===== src/rtl/ddr2_init_seq.sv =====
// DDR2 power-up initialization sequencer: drives the JEDEC init command train, then raises init_done.
// Optional OCD default/exit steps are built when DDR2_OCD_CAL_EN is defined.
module ddr2_init_seq #(
  parameter int unsigned T_CKE_LOW      = 100,
  parameter int unsigned T_XPR          = 20,
  parameter int unsigned T_RP           = 5,
  parameter int unsigned T_MRD          = 2,
  parameter int unsigned T_RFC          = 26,
  parameter int unsigned T_DLLK         = 200,
  parameter int unsigned CAS_LATENCY    = 5,
  parameter int unsigned WRITE_RECOVERY = 6,
  parameter int unsigned ADDR_W         = 14
) (
  input  logic              clk,
  input  logic              rst,
  output logic              cke,
  output logic              cs_n,
  output logic              ras_n,
  output logic              cas_n,
  output logic              we_n,
  output logic [1:0]        ba,
  output logic [ADDR_W-1:0] addr,
  output logic              odt,
  output logic              init_done,
  output logic [3:0]        state_o
);

  typedef enum logic [3:0] {
    S_CKE_LOW   = 4'd0,
    S_XPR       = 4'd1,
    S_PREA0     = 4'd2,
    S_EMR2      = 4'd3,
    S_EMR3      = 4'd4,
    S_EMR1      = 4'd5,
    S_MR_DLLRST = 4'd6,
    S_PREA1     = 4'd7,
    S_REF0      = 4'd8,
    S_REF1      = 4'd9,
    S_MR        = 4'd10,
`ifdef DDR2_OCD_CAL_EN
    S_OCD_DEF   = 4'd11,
    S_OCD_EXIT  = 4'd12,
`endif
    S_DLLK      = 4'd13,
    S_DONE      = 4'd14
  } state_t;

  // {cs_n, ras_n, cas_n, we_n}
  localparam logic [3:0] CMD_DESEL = 4'b1111;
  localparam logic [3:0] CMD_NOP   = 4'b0111;
  localparam logic [3:0] CMD_PRE   = 4'b0010;
  localparam logic [3:0] CMD_REF   = 4'b0001;
  localparam logic [3:0] CMD_MRS   = 4'b0000;

  function automatic logic [15:0] clamp_cyc(input int unsigned v);
    logic [15:0] r;
    if (v == 32'd0) begin
      r = 16'd1;
    end else if (v > 32'd65535) begin
      r = 16'hFFFF;
    end else begin
      r = v[15:0];
    end
    return r;
  endfunction

  localparam logic [15:0] CKE_LOW_C = clamp_cyc(T_CKE_LOW);
  localparam logic [15:0] XPR_C     = clamp_cyc(T_XPR);
  localparam logic [15:0] RP_C      = clamp_cyc(T_RP);
  localparam logic [15:0] MRD_C     = clamp_cyc(T_MRD);
  localparam logic [15:0] RFC_C     = clamp_cyc(T_RFC);
  localparam logic [15:0] DLLK_C    = clamp_cyc(T_DLLK);
  localparam logic [2:0]  CL_F      = 3'(CAS_LATENCY);
  localparam logic [2:0]  WR_F      = (WRITE_RECOVERY == 32'd0) ? 3'd0 : 3'(WRITE_RECOVERY - 32'd1);

  // Mode register: WR-1, DLL reset, CL, sequential burst, BL4
  function automatic logic [ADDR_W-1:0] mr_word(input logic dll_rst);
    logic [ADDR_W-1:0] w;
    w       = '0;
    w[11:9] = WR_F;
    w[8]    = dll_rst;
    w[7]    = 1'b0;
    w[6:4]  = CL_F;
    w[3]    = 1'b0;
    w[2:0]  = 3'b010;
    return w;
  endfunction

  function automatic logic [15:0] dur_of(input state_t s);
    logic [15:0] d;
    case (s)
      S_CKE_LOW:                d = CKE_LOW_C;
      S_XPR:                    d = XPR_C;
      S_PREA0, S_PREA1:         d = RP_C;
      S_REF0, S_REF1:           d = RFC_C;
      S_EMR2, S_EMR3, S_EMR1,
      S_MR_DLLRST, S_MR:        d = MRD_C;
`ifdef DDR2_OCD_CAL_EN
      S_OCD_DEF, S_OCD_EXIT:    d = MRD_C;
`endif
      default:                  d = 16'd1;
    endcase
    return d;
  endfunction

  state_t            state_r;
  state_t            next_state_s;
  logic [15:0]       cnt_r;
  logic [15:0]       cnt_hold_s;
  logic [15:0]       cnt_nxt_s;
  logic [15:0]       dll_cnt_r;
  logic [15:0]       dll_nxt_s;
  logic              enter_s;
  logic              timed_out_s;
  logic [3:0]        cmd_s;
  logic [1:0]        ba_s;
  logic [ADDR_W-1:0] addr_s;
  logic              cke_s;
  logic              done_s;

  assign state_o = state_r;

  // Next-state, interval counter and DLL-lock counter
  always_comb begin
    next_state_s = state_r;
    cnt_hold_s   = (cnt_r != 16'd0) ? (cnt_r - 16'd1) : 16'd0;
    timed_out_s  = (cnt_r <= 16'd1);
    case (state_r)
      S_CKE_LOW: begin
        // counter is 0 straight out of reset: load the CKE-low interval first
        if (cnt_r == 16'd0) begin
          cnt_hold_s = CKE_LOW_C;
        end else if (cnt_r == 16'd1) begin
          next_state_s = S_XPR;
        end else begin
          next_state_s = S_CKE_LOW;
        end
      end
      S_XPR:       next_state_s = timed_out_s ? S_PREA0     : S_XPR;
      S_PREA0:     next_state_s = timed_out_s ? S_EMR2      : S_PREA0;
      S_EMR2:      next_state_s = timed_out_s ? S_EMR3      : S_EMR2;
      S_EMR3:      next_state_s = timed_out_s ? S_EMR1      : S_EMR3;
      S_EMR1:      next_state_s = timed_out_s ? S_MR_DLLRST : S_EMR1;
      S_MR_DLLRST: next_state_s = timed_out_s ? S_PREA1     : S_MR_DLLRST;
      S_PREA1:     next_state_s = timed_out_s ? S_REF0      : S_PREA1;
      S_REF0:      next_state_s = timed_out_s ? S_REF1      : S_REF0;
      S_REF1:      next_state_s = timed_out_s ? S_MR        : S_REF1;
`ifdef DDR2_OCD_CAL_EN
      S_MR:        next_state_s = timed_out_s ? S_OCD_DEF   : S_MR;
      S_OCD_DEF:   next_state_s = timed_out_s ? S_OCD_EXIT  : S_OCD_DEF;
      S_OCD_EXIT:  next_state_s = timed_out_s ? S_DLLK      : S_OCD_EXIT;
`else
      S_MR:        next_state_s = timed_out_s ? S_DLLK      : S_MR;
`endif
      S_DLLK:      next_state_s = (dll_cnt_r >= DLLK_C) ? S_DONE : S_DLLK;
      S_DONE:      next_state_s = S_DONE;
      default:     next_state_s = S_CKE_LOW;
    endcase
    enter_s   = (next_state_s != state_r);
    cnt_nxt_s = enter_s ? dur_of(next_state_s) : cnt_hold_s;
    // DLL counter = cycles since the DLL-reset MRS, counting that cycle as 1
    if (enter_s && (next_state_s == S_MR_DLLRST)) begin
      dll_nxt_s = 16'd1;
    end else if (dll_cnt_r != 16'hFFFF) begin
      dll_nxt_s = dll_cnt_r + 16'd1;
    end else begin
      dll_nxt_s = dll_cnt_r;
    end
  end

  // Pin values for the coming cycle: a command only on the state-entry cycle, NOP otherwise
  always_comb begin
    cmd_s  = CMD_NOP;
    ba_s   = 2'd0;
    addr_s = '0;
    cke_s  = 1'b1;
    done_s = init_done;
    case (next_state_s)
      S_CKE_LOW: begin
        cmd_s = CMD_DESEL;
        cke_s = 1'b0;
      end
      S_XPR, S_DLLK: cmd_s = CMD_NOP;
      S_PREA0, S_PREA1: begin
        if (enter_s) begin
          cmd_s      = CMD_PRE;
          addr_s[10] = 1'b1;
        end else begin
          cmd_s = CMD_NOP;
        end
      end
      S_REF0, S_REF1: cmd_s = enter_s ? CMD_REF : CMD_NOP;
      S_EMR2: begin
        cmd_s = enter_s ? CMD_MRS : CMD_NOP;
        ba_s  = enter_s ? 2'd2 : 2'd0;
      end
      S_EMR3: begin
        cmd_s = enter_s ? CMD_MRS : CMD_NOP;
        ba_s  = enter_s ? 2'd3 : 2'd0;
      end
      S_EMR1: begin
        cmd_s = enter_s ? CMD_MRS : CMD_NOP;
        ba_s  = enter_s ? 2'd1 : 2'd0;
      end
      S_MR_DLLRST: begin
        cmd_s  = enter_s ? CMD_MRS : CMD_NOP;
        addr_s = enter_s ? mr_word(1'b1) : '0;
      end
      S_MR: begin
        cmd_s  = enter_s ? CMD_MRS : CMD_NOP;
        addr_s = enter_s ? mr_word(1'b0) : '0;
      end
`ifdef DDR2_OCD_CAL_EN
      S_OCD_DEF: begin
        if (enter_s) begin
          cmd_s       = CMD_MRS;
          ba_s        = 2'd1;
          addr_s[9:7] = 3'b111;
        end else begin
          cmd_s = CMD_NOP;
        end
      end
      S_OCD_EXIT: begin
        cmd_s = enter_s ? CMD_MRS : CMD_NOP;
        ba_s  = enter_s ? 2'd1 : 2'd0;
      end
`endif
      S_DONE: begin
        cmd_s  = CMD_DESEL;
        done_s = 1'b1;
      end
      default: begin
        cmd_s = CMD_DESEL;
        cke_s = 1'b0;
      end
    endcase
  end

  // State, counters and registered pin drivers
  always_ff @(posedge clk) begin
    if (rst) begin
      state_r   <= S_CKE_LOW;
      cnt_r     <= 16'd0;
      dll_cnt_r <= 16'd0;
      cke       <= 1'b0;
      {cs_n, ras_n, cas_n, we_n} <= CMD_DESEL;
      ba        <= 2'd0;
      addr      <= '0;
      odt       <= 1'b0;
      init_done <= 1'b0;
    end else begin
      state_r   <= next_state_s;
      cnt_r     <= cnt_nxt_s;
      dll_cnt_r <= dll_nxt_s;
      cke       <= cke_s;
      {cs_n, ras_n, cas_n, we_n} <= cmd_s;
      ba        <= ba_s;
      addr      <= addr_s;
      odt       <= 1'b0;
      init_done <= done_s;
    end
  end

endmodule


===== config.mk =====
export PLATFORM = sky130hd
export DESIGN_NAME = ddr2_init_seq
export DESIGN_NICKNAME = d
export VERILOG_FILES = /design/src/rtl/ddr2_init_seq.sv
export SDC_FILE = /design/constraint.sdc
export NUM_CORES = 1
export LEC_CHECK = 0
export ABC_AREA = 1
export CAP_MARGIN = 30
export CORE_ASPECT_RATIO = 0.9
export CORE_UTILIZATION = 40
export CTS_BUF_LIST = sky130_fd_sc_hd__clkbuf_8
export DETAILED_ROUTE_END_ITERATION = 16
export SETUP_SLACK_MARGIN = 0.15
export SLEW_MARGIN = 20
export SYNTH_ARGS = -nofsm -noshare
export SYNTH_HDL_FRONTEND = slang
export SYNTH_SLANG_ARGS = --single-unit

===== constraint.sdc =====
create_clock -name clk -period 2.11 [get_ports clk]
set_input_delay 0.422 -clock clk [delete_from_list [all_inputs] [get_ports clk]]
set_output_delay 0.422 -clock clk [all_outputs]
set_load 0.005 [all_outputs]

Yosys cells after proc, flatten, opt, wreduce, memory -nomap -nowiden

Memory sizes are Yosys's and may differ from the RTL's.
Index checks and enable logic that the tools add are counted.
Widths: inputs -> output; s select.

Mux-type cells: 35
Reductions and logical operators: 11
Equality and inequality tests: 27
Magnitude comparators: 2
Add/sub/neg operators: 2

Operator list:

| kind                  | number |
|---|---|
| $mux 16               | 4 |
| $pmux 4 s13           | 1 |
| $eq 4x4->1 const B    | 10 |
| $eq 4x3->1 const B    | 8 |
| $mux 12               | 2 |
| $pmux 10 s2           | 1 |
| $add 16x1->16 const B | 1 |
| $eq 16x1->1 const B   | 1 |
| $eq 4x2->1 const B    | 4 |
| $ge 16x8->1 const B   | 1 |
| $le 16x1->1 const B   | 1 |
| $logic_not 16->1      | 1 |
| $ne 16x16->1 const B  | 1 |
| $pmux 4 s4            | 1 |
| $reduce_bool 16->1    | 1 |
| $sub 16x1->16 const B | 1 |
| $mux 3                | 5 |
| $mux 2                | 6 |
| $reduce_or 12->1      | 1 |
| $mux 1                | 10 |
| $eq 4x1->1 const B    | 2 |
| $mux 4                | 2 |
| $reduce_or 2->1       | 4 |
| $pmux 2 s3            | 1 |
| other kinds (7)       | 7 |

Logic and storage cells: 90
Register bits: 58
ROM bits: 112
Memories: 1
Output and inout port bits: 27
Input bits: 2

Memory list:

| name            | depth | bits a word | read ports | clocked after memory_dff | write ports | RTL line | source |
|---|---|---|---|---|---|---|---|
| (no name shown) | 16    | 7           | 1          | 0                        | 0           | 91       | `case (s)` |

Logic depth before layout (Yosys ltp)

Word-level depth: 7
Mapped depth: 15
Depth with buffers taken out: 15

Worst setup path after synthesis

Ideal clock, no wire load.

Path kind: flip-flop to flip-flop
Start point: reg cnt_r[0]
End point: reg dll_cnt_r[11]
Required time: 1.994 ns
Slack: 0.191 ns
Cell stages (with the launch flop): 15
Data arrival time: 1.803 ns
Buffers on the path: 1
Cells stage by stage: dfxtp_1 -> inv_1 -> ha_1 -> nand2_4 -> a21oi_4 -> nand2_2 -> nand2_2 -> inv_1 -> nor2_2 -> nand2_2 -> nor2_1 -> nand2_1 -> nand2_2 -> buf_4 -> nor2_1

Longest elaborated chain between the ends: 7

Ends and longest elaborated chain:

| element                                                             | RTL line | source |
|---|---|---|
| start: declaration                                                  | 108      | `logic [15:0] cnt_r;` |
| start signal: assignment                                            | 253      | `cnt_r <= cnt_nxt_s;` |
| parallel branches: the longest is 3 deep, another holds $le 16x1->1 | n/a      |  |
| $pmux 4 s13 *                                                       | 128      | `case (state_r)` |
| $ne 4x4->1 / $eq 4x3->1 (equally long branches)                     | 159, 162 |  |
| $logic_and 1x1->1 *                                                 | 162      | `if (enter_s && (next_state_s == S_MR_DLLRST)) begin` |
| $reduce_or 2->1 (no source line) *                                  | n/a      |  |
| end signal: assignment                                              | 254      | `dll_cnt_r <= dll_nxt_s;` |
| end: declaration                                                    | 111      | `logic [15:0] dll_cnt_r;` |

Mark *: on every way between the ends.
A chain may end at the register's enable or synchronous reset.

Worst setup path after layout

Start point: reg cnt_r[3]
End point: reg cnt_r[7]

Longest elaborated chain between the ends: 6

Ends and longest elaborated chain:

| element                                                             | RTL line | source |
|---|---|---|
| parallel branches: the longest is 5 deep, another holds $le 16x1->1 | n/a      |  |
| $mux 16 *                                                           | 160      | `cnt_nxt_s = enter_s ? dur_of(next_state_s) : cnt_hold_s;` |

Marks and branches as above.

==> metrics list <==
- Drc violations: 0
- Wirelength per Cell: approximately 13 microns
- Maximum achievable frequency: 492 MHz
- Setup repair after global routing missed its margin: yes
* Floorplan die width: 89.6 microns
- At the placement stage, the worst setup path has a slack of approximately 0.05 ns.
- Fraction of the mapped netlist area in compound gates: 0.0620
- WP data arrival: 2.27 ns
- Of the synthesized area, sequential elements account for 0.348.
- Critical-path cell list: nor2_4 > nand2_4 > a21oi_4 > buf_6 > nand2_4 > nand2_4 > nand3_4 > nand2_4 > nand3_4 > nor2_4 > nand2_4 > buf_6 > nor3b_2
- Adder and majority cell fraction of the synthesized area: 0.0226
- The worst register-to-register path ends at cnt_r[7].
- No sink is reached through more buffers than the 2 on the longest clock path.
* CP Buf/Inv Count: 2
- For this block, the routed nets add up to 7250 microns of wire.
- Die height: 80.9 microns
* Core Area: roughly 6600 sq um
* Via count of the first global-routing pass: between 2,000 and 2,500
* Skew-Pair Late Insertion Delay: 0.31 ns
- Hold Crit Start: init_done
- Maximum number of pins on one net before global-route repair: 16
- Synthesis handed over a netlist of a little over 400 instances.
- First-pass GRT wire length: 10,600 microns
- Number of synthesized register bits: 48
- In the final layout, the share of cells above drive strength 1 is 0.363.
* Number of enable-type register cells in the synthesized netlist: 0
- Between clock sinks in the finished design, the worst skew comes to between 0.008 and 0.009 ns.
* Critical path endpoint category: register
* Clock sink count: 48
- Shortest period the worst path allows: slightly above 2 ns
* Filler instances: about 560
* CP max stage cell: sky130_fd_sc_hd__dfxtp_4
* Max-cap violation count: 0
- In the synthesized netlist the async set-or-reset flop fraction comes to 0.
* Multiplexer area fraction after synthesis: 0
* DR vias/cell: roughly 4.7
- The share of synthesized area in the top cell type comes to 0.348.
- In this run the number of H-tree levels came out at 2.
- Antenna Nets Post-Route: 0
- The number of hold buffers added after CTS was 0.
- After layout, the worst setup slack is about 0.077 ns.
- Buffers placed on the I/O ports in this run total 20.
- Pre-antenna DRT Iters: 4
- On the worst path, the slowest cell contributes a delay of about 0.36 ns.
* R2R setup slack: approximately 0.077 ns
- By instance count, the leading cell after synthesis is sky130_fd_sc_hd__nand2_1.
* Diodes inserted: 0
* Congestion Overflow GR: 0
- Total number of vias: ~2,700
* CTS tree: yes
* Final estimated routing congestion in global placement: 0.871
- GRT Overall Usage: 0.190
- Counting buffers and inverters, the worst setup path is 13 cells deep.
- The cell that appears most often on the critical path is sky130_fd_sc_hd__nand2_4.
* Post-Route Utilization: 0.610
- Area occupied by registers: between 900 and 1000 sq um
- Yosys synthesis warning count: 0
* Half-perimeter wire length after detailed placement: about 4800 microns
- Of the total synthesized cell area, the portion taken by AND, OR, NAND and NOR gates is 0.371.
* Final setup TNS: 0 ns
* Cell Pwr Density: roughly 1100 nW/um^2
- In this run the cell area of the synthesized design comes to ~2800 sq um.
- The floorplan step defined a die boundary enclosing approximately 7200 sq um.
- Count of routing violations after the opening detailed-route iteration: 90
* Net count of the finished layout: slightly below 500
* Largest cells by area after synthesis: sky130_fd_sc_hd__dfxtp_1 35%, sky130_fd_sc_hd__nand2_1 12%, sky130_fd_sc_hd__nor2_1 10%, sky130_fd_sc_hd__inv_1 7.2%, sky130_fd_sc_hd__xor2_1 6.3%
* Leading cell types by count after synthesis: 88 x sky130_fd_sc_hd__nand2_1, 76 x sky130_fd_sc_hd__nor2_1, 53 x sky130_fd_sc_hd__inv_1
- Kind of cell adding the most delay to the critical path: simple AND/OR/NAND/NOR gates
* Most frequently used flop master after synthesis: sky130_fd_sc_hd__dfxtp_1
- Summing all multi-input logic gate instances after layout gives about 2000 sq um.
* Post-synth cell types: 33
- Share of the synthesized netlist area taken by xor and xnor gates: 0.0761
* Cell accounting for the most synthesized area: sky130_fd_sc_hd__dfxtp_1
- FP Rows: 28
- STA classifies the critical path startpoint as a register.
* Worst hold endpoint: init_done
* Antenna violations before repair: 0
* Leakage: between 0.0015 and 0.002 uW
- TritonCTS Buffers: 5
- The worst setup path is of the register to register kind.
- Cells on worst reg2reg path: 13
- Mean post-synth cell area: 6.72 sq um
* Root buffer selected by CTS: sky130_fd_sc_hd__clkbuf_8
- IR analysis of the VDD net gives a maximum drop of around 530 uV.
- Min-Delay Path Depth: 2
- In this run the worst hold path is classified as register to register.
- The total count of hold-check failures in the final report came to 0.
- Post-route fraction of the period consumed by the critical path: 0.964
- Final Max Tran Viols: 0
- For the worst setup path, the data required time is roughly 2.4 ns.
- Launch instance of the worst register-to-register path: cnt_r[3]
- Outcome: finished clean
- 29 I/O pins were placed.
* Register clock-pin slew on the reported worst setup and hold paths: around 0.090 ns
- Compared with the post-synthesis result, the final layout area differs by 46.1%.
* Main combinational cell family by area after synthesis: simple AND/OR/NAND/NOR gates
- Setup violations remaining at the end of the flow were counted as 0.
- For this configuration, the core starts out at a cell density of 0.417.
- Max Fanout on Critical Path: 6
tightest hold or removal path: stages (launching register included):
cell	delay (ns)
sky130_fd_sc_hd__dfxtp_1	0.33
sky130_fd_sc_hd__o21ai_0	0.10
sky130_fd_sc_hd__inv_1	0.06
worst max path at each step:
stage,startpoint,to,slack (ns)
final,cnt_r[3],cnt_r[7],0.08
after CTS,cnt_r[0],cnt_r[7],0.16
after floorplan,cnt_r[0],dll_cnt_r[11],0.19
after global placement,cnt_r[0],cnt_r[6],0.07
after detailed placement,cnt_r[1],cnt_r[6],0.05
after global routing,cnt_r[2],cnt_r[7],0.002
through the flow:
| stage | instance area (sq um) | total power (uW) | hold WS, ns | cells |
|---|---|---|---|---|
| 3_3_place_gp | 3280 | 2940 | 0.469 | 550 |
| 3_5_place_dp | 3280 | 2950 | 0.475 | 550 |
| 2_1_floorplan | 2790 | 2350 | 0.451 | 418 |
| 4_1_cts | 3470 | 3680 | 0.501 | 560 |
| 6_report | 4040 | 4510 | 0.514 | 578 |
| 5_1_grt | 4040 | 4820 | 0.545 | 578 |
power by group:
part	total [uW]	internal, uW	switching, uW
sequential	1160	1040	121
clock	528	221	307
combinational	2810	1310	1500
total	4510	2580	1930
metal layers:
metal,part of all wire,wire length (microns),global-route usage,vias to the layer above
met5,0,0,0,-
met2,0.49,3570,0.299,50
li1,-,-,-,1409
met4,0.015,111,0.0603,0
met3,0.038,272,0.0366,11
met1,0.45,3290,0.262,1270
final cells by class:
type | instances | area share
sequential | 48 | 0.244
inverter | 57 | 0.0548
clock inverter | 2 | 0.00217
timing repair buffer | 78 | 0.173
multi-input combinational | 298 | 0.481
clock buffer | 5 | 0.0170
tap | 90 | 0.0279
flip-flops by register name, summed over array words and instances (netlist names), 2 cells and up:
register   cells
addr           4
ba             2
cnt_r         16
dll_cnt_r     16
state_o        4
timing repair:
action,in CTS,in global routing
pin swaps,14,41
buffers inserted,3,18
gates resized for setup,25,118
setup endpoints to repair,37,43
kinds of logic (layout without fill, tap and decap cells):
family                     Yosys count  after routing
AOI/OAI and AO/OA                   30             30
xor gates and xnor gates            24             24
adders and majority gates            5              5
buffers and inverters               72            142
DFF                                 48             48
other                                1              8
and+or+nand+nor                    231            231
placed cells by master (no fill, tap or decap), types with 7 or more instances in the layout:
| master | netlist | final |
|---|---|---|
| sky130_fd_sc_hd__nor2_4 | 2 | 13 |
| sky130_fd_sc_hd__nor2_2 | 7 | 15 |
| sky130_fd_sc_hd__nand3_1 | 32 | 16 |
| sky130_fd_sc_hd__inv_1 | 53 | 49 |
| sky130_fd_sc_hd__dfxtp_1 | 48 | 35 |
| sky130_fd_sc_hd__nand2_1 | 88 | 67 |
| sky130_fd_sc_hd__a21oi_1 | 9 | 8 |
| sky130_fd_sc_hd__xor2_1 | 20 | 20 |
| sky130_fd_sc_hd__nor2_1 | 76 | 57 |
| sky130_fd_sc_hd__nand3_2 | 2 | 12 |
| sky130_fd_sc_hd__clkdlybuf4s50_1 | 0 | 20 |
| sky130_fd_sc_hd__dfxtp_2 | 0 | 9 |
| sky130_fd_sc_hd__buf_6 | 2 | 10 |
| sky130_fd_sc_hd__nand2_2 | 7 | 14 |
| sky130_fd_sc_hd__o21ai_0 | 14 | 10 |
| sky130_fd_sc_hd__nand2_4 | 1 | 15 |
| sky130_fd_sc_hd__buf_4 | 12 | 46 |
| sky130_fd_sc_hd__nand3_4 | 1 | 7 |
| sky130_fd_sc_hd__conb_1 | 1 | 8 |
Note: power is estimated with default switching activity, not from simulation.
